File: config.mk
export PLATFORM = sky130hd
export DESIGN_NAME = alu_issue_seq
export DESIGN_NICKNAME = d
export VERILOG_FILES = /design/src/rtl/alu_issue_seq.sv
export SDC_FILE = /design/constraint.sdc
export NUM_CORES = 1
export LEC_CHECK = 0
export ABC_AREA = 1
export BUFFER_PORTS_ARGS = -buffer_cell sky130_fd_sc_hd__buf_2
export CAP_MARGIN = 10
export CORE_MARGIN = 1.5
export CORE_UTILIZATION = 55
export DETAILED_ROUTE_END_ITERATION = 12
export GPL_ROUTABILITY_DRIVEN = 0
export PLACE_DENSITY = 0.75
export SYNTH_ARGS = -nofsm -noshare
export SYNTH_HDL_FRONTEND = slang
export SYNTH_SLANG_ARGS = --single-unit
File: constraint.sdc
create_clock -name clk -period 2.3 [get_ports clk]
set_input_delay 0.23 -clock clk [delete_from_list [all_inputs] [get_ports clk]]
set_output_delay 0.23 -clock clk [all_outputs]
set_load 0.1 [all_outputs]
File: src/rtl/alu_issue_seq.sv
// alu_issue_seq: operand-fetch/issue/writeback sequencer for the 8-bit ALU; `ALU_ISSUE_IMM_OPERAND_EN` lets use_imm pick imm as operand b
module alu_issue_seq #(
  parameter int NREG = 8,
  parameter int DW = 8
) (
  input  logic                    clk,
  input  logic                    reset,
  input  logic                    instr_valid,
  output logic                    instr_ready,
  input  logic [3:0]              opcode,
  input  logic [$clog2(NREG)-1:0] rd,
  input  logic [$clog2(NREG)-1:0] rs1,
  input  logic [$clog2(NREG)-1:0] rs2,
  input  logic [DW-1:0]           imm,
  input  logic                    use_imm,
  output logic                    alu_en,
  output logic [3:0]              alu_fn,
  output logic [DW-1:0]           alu_a,
  output logic [DW-1:0]           alu_b,
  output logic                    alu_cmpflag,
  input  logic [DW-1:0]           alu_out,
  output logic                    done,
  output logic                    err,
  output logic                    zero_flag,
  input  logic [$clog2(NREG)-1:0] dbg_addr,
  output logic [DW-1:0]           dbg_data
);
  localparam int AW = $clog2(NREG);
  localparam logic [2:0] S_IDLE = 3'd0, S_FETCH = 3'd1, S_EXEC = 3'd2, S_WAIT = 3'd3, S_WB = 3'd4;
  localparam logic [3:0] OP_CMP = 4'd8, OP_LDI = 4'd9;
  logic [2:0] state;
  logic [3:0] op_q;
  logic [AW-1:0] rd_q, rs1_q, rs2_q;
  logic [DW-1:0] imm_q;
  logic use_imm_q;
  logic [DW-1:0] regs [NREG];
  logic [DW-1:0] opa, opb;
  logic is_alu, is_cmp, is_ldi;
  assign is_alu = !op_q[3];
  assign is_cmp = op_q == OP_CMP;
  assign is_ldi = op_q == OP_LDI;
  assign instr_ready = (state == S_IDLE) && !reset;
  assign opa = regs[rs1_q];
  assign dbg_data = regs[dbg_addr];
`ifdef ALU_ISSUE_IMM_OPERAND_EN
  assign opb = use_imm_q ? imm_q : regs[rs2_q];
`else
  logic unused_use_imm;
  assign unused_use_imm = use_imm_q;
  assign opb = regs[rs2_q];
`endif
  always_ff @(posedge clk) begin
    if (reset) begin
      state <= S_IDLE;
      alu_en <= 1'b0;
      alu_fn <= '0;
      alu_a <= '0;
      alu_b <= '0;
      alu_cmpflag <= 1'b1;
      done <= 1'b0;
      err <= 1'b0;
      zero_flag <= 1'b0;
      op_q <= '0;
      rd_q <= '0;
      rs1_q <= '0;
      rs2_q <= '0;
      imm_q <= '0;
      use_imm_q <= 1'b0;
      for (int i = 0; i < NREG; i++) regs[i] <= '0;
    end else begin
      alu_en <= 1'b0;
      done <= 1'b0;
      err <= 1'b0;
      case (state)
        S_IDLE: if (instr_valid) begin
          op_q <= opcode;
          rd_q <= rd;
          rs1_q <= rs1;
          rs2_q <= rs2;
          imm_q <= imm;
          use_imm_q <= use_imm;
          state <= S_FETCH;
        end
        S_FETCH: if (is_ldi) state <= S_WB;
        else if (is_alu || is_cmp) begin
          state <= S_EXEC;
          alu_en <= 1'b1;
          alu_a <= opa;
          alu_b <= opb;
          alu_fn <= is_cmp ? 4'd1 : op_q;
          alu_cmpflag <= is_cmp ? (opa != opb) : 1'b1;
        end else begin
          err <= 1'b1;
          state <= S_IDLE;
        end
        S_EXEC: state <= S_WAIT;
        // ALU result register settled during WAIT; commit on leaving it
        S_WAIT: begin
          state <= S_WB;
          done <= 1'b1;
          if (is_cmp) zero_flag <= !alu_cmpflag;
          else begin
            regs[rd_q] <= alu_out;
            zero_flag <= alu_out == '0;
          end
        end
        S_WB: begin
          state <= S_IDLE;
          if (is_ldi) begin
            regs[rd_q] <= imm_q;
            zero_flag <= imm_q == '0;
            done <= 1'b1;
          end
        end
        default: state <= S_IDLE;
      endcase
    end
  end
endmodule

==> impl_metrics.json <==
{
  "status": "finished clean",
  "syn_to_final_growth_pct": 17.40,
  "arrival_ps": 2440,
  "rsz0062_at_grt": "false",
  "critical_path_class": "flop to flop",
  "hold_violations": 0,
  "tns_ps": 0,
  "ant_nets": 0,
  "ff2ff_setup_slack_ps": 180,
  "synth_seq_cells": 119,
  "drtIter0Drc": 562,
  "hold_path.class": "input pin to flop",
  "place_area_mm2": 0.007233,
  "fmax_ghz": 0.4723,
  "synth-seq-area-share": 0.4531,
  "die_w_um": 113.1,
  "worst_slew_pin_slew_ps": 617.8,
  "vias": 6308,
  "rr_endpoint": "alu_cmpflag$_SDFFE_PP1P_",
  "fin_area_mm2": 0.007833,
  "netlist_instances": 881,
  "hold_depth": 3,
  "clk_latency_ps": 430,
  "wl_per_cell_um": 16.89,
  "grt_pass1_vias": 5994,
  "pre_cts_slack_ps": 250.7,
  "layout-drive-gt1-share": 0.1724,
  "clkSinkCount": 119,
  "cts_setup_buffers": 0,
  "clk_path_buf_depth": 2,
  "drt-total-wl_um": 18640,
  "synth_cell_types": 36,
  "end_kind": "flop",
  "cts_hold_buf": 0,
  "start_util": 0.5601,
  "grt.overflow.total": 0,
  "cts_tree": "built",
  "nets": 980,
  "relSlewSlack": 0.5881,
  "drt_pass1_iterations": 6,
  "antenna_found_initial": 0,
  "min_from": "imm[5]",
  "cts_root_buf": "clkbuf_16",
  "period_share": 0.9205,
  "grt_max_degree": 40,
  "core_area_mm2": 0.01191,
  "vias_per_cell": 5.714,
  "skew_ps": 7.740,
  "die_h_um": 113.1,
  "grtUsageTotal": 0.3056,
  "antenna_cells": 0,
  "synth_top_area_share": 0.2881,
  "critPathLaunchType": "flop",
  "p_per_area_mw_per_mm2": 844.1,
  "synthTopCellsByArea": "edfxtp_1 (29%), dfxtp_1 (17%), nand2_1 (13%)",
  "numCtsBuffers": 17,
  "dpl.hpwl_um": 13180,
  "final_cell_mix": "nand2_1 (233), nor2_1 (118), inv_1 (80), o21ai_0 (69), nand3_1 (68)",
  "leakagePower_nw": 3.714,
  "cts-resized-gates": 0,
  "maxSlewViolCount": 0,
  "synth.avg_cell_area_um2": 7.573,
  "p_total_mw": 6.611,
  "grt_pass1_wl_um": 29780,
  "ir_worst_vdd_uv": 555.4,
  "yosysTopAreaCell": "edfxtp_1",
  "ys_warn_count": 0,
  "io_buffers": 68,
  "maxCapViolCount": 0,
  "synthesis.nets": 917,
  "clkTransAtPathRegs_ps": 60,
  "boundaryPins": 70,
  "min_to": "imm_q[5]$_SDFFE_PP0N_",
  "post-route-util": 0.6576,
  "cp.required_ps": 2620,
  "layout_commonest_cell": "nand2_1",
  "critPathMaxFanout": 14,
  "cts-htree-levels": 4,
  "netlist_area_mm2": 0.006671,
  "fin_ws_ps": 182.9,
  "r2r_cells": 10,
  "rows": 40,
  "fp.dieArea_mm2": 0.01280,
  "finalCriticalPeriod_ps": 2117,
  "drc": 0,
  "setup_viol": 0
}
[cell families after synthesis]
logic type | Yosys count | share of synthesized area
AND/OR/NAND/NOR | 444 | 0.2920
multiplexers | 2 | 0.004127
AO/OA/AOI/OAI | 176 | 0.1500
buffers and inverters | 140 | 0.1007
flip-flops | 119 | 0.4531
[worst max-delay path by stage]
stage / from / endpoint / slack [ps]
finish: flop / alu_cmpflag$_SDFFE_PP1P_ / 180
global route: state[2]$_SDFFE_PP0P_ / regs[0][6]$_SDFFCE_PN0P_ / 50
CTS: op_q[1]$_SDFFE_PP0N_ / regs[0][6]$_SDFFCE_PN0P_ / 230
detailed placement: op_q[1]$_SDFFE_PP0N_ / regs[4][0]$_SDFFCE_PN0P_ / 250
global placement: op_q[1]$_SDFFE_PP0N_ / regs[4][4]$_SDFFCE_PN0P_ / 290
floorplan: dbg_addr[1] / dbg_data[1] / 100
[registers in the layout, indices dropped and copies added, names as in the netlist, 4 cells and up, named ones only]
name    cells
alu_fn      4
regs       64
alu_a       8
imm_q       8
op_q        4
alu_b       8
[synth_stat cells]
library cell and count:
a211oi_1 1, a21oi_1 52, a21oi_2 1, a221oi_1 7, a31o_2 1, a31oi_1 11
buf_1 2, buf_2 10, buf_4 4, buf_6 15, clkbuf_1 15, clkbuf_2 1
clkinv_1 3, dfxtp_1 55, edfxtp_1 64, inv_1 80, inv_2 8, inv_4 2
mux2i_2 2, nand2_1 233, nand2_4 9, nand3_1 68, nand3_4 1, nand4_1 2
nor2_1 118, nor2_2 1, nor2_4 2, nor2_8 4, nor3_1 1, nor3_2 1
nor3_4 1, nor4_1 3, o211ai_1 19, o21ai_0 69, o21ai_1 9, o21ai_2 6
[power by group]
group          switching (mW)  leakage, nW  internal (mW)  total (mW)
clock                   0.933        0.296           1.69        2.63
sequential              0.102         1.11           2.37        2.47
combinational            1.12         2.30          0.400        1.52
[stage by stage]
stage          hold slack [ps]  cells
6_report                 29.95   1104
5_1_grt                  46.59   1104
4_1_cts                  23.03   1104
3_5_place_dp             433.5   1072
3_3_place_gp             430.1   1072
2_1_floorplan            302.4    881
[final cells by class]
| cell class | instances | area [um2] |
|---|---|---|
| Fill cell | 1013 | 4079 |
| Multi-Input combinational cell | 622 | 3027 |
| Sequential cell | 119 | 3023 |
| Timing Repair Buffer | 91 | 645.6 |
| Clock buffer | 28 | 571.8 |
| Inverter | 93 | 354.1 |
| Tap cell | 147 | 183.9 |
| Clock inverter | 4 | 27.53 |
[worst max-delay path, cell delays in order, from the launching register on]
cell and delay (ps):
dfxtp_1 460, inv_2 340, o21ai_0 140, o21ai_0 350
nand2_1 160, nand4_1 140, nand3_1 100, nor2_1 110
nand2_1 60, nand2_1 90, nand2_1 60
[layer usage]
layer / GRT usage / routed length (um) / vias to the layer above
met4: 0.1625 / 858 / 0
met1: 0.3770 / 7408 / 2855
met2: 0.4958 / 8561 / 345
met5: 0 / 0 / -
met3: 0.07713 / 1815 / 68
li1: - / - / 3040
Power figures use the tool's default switching activity.
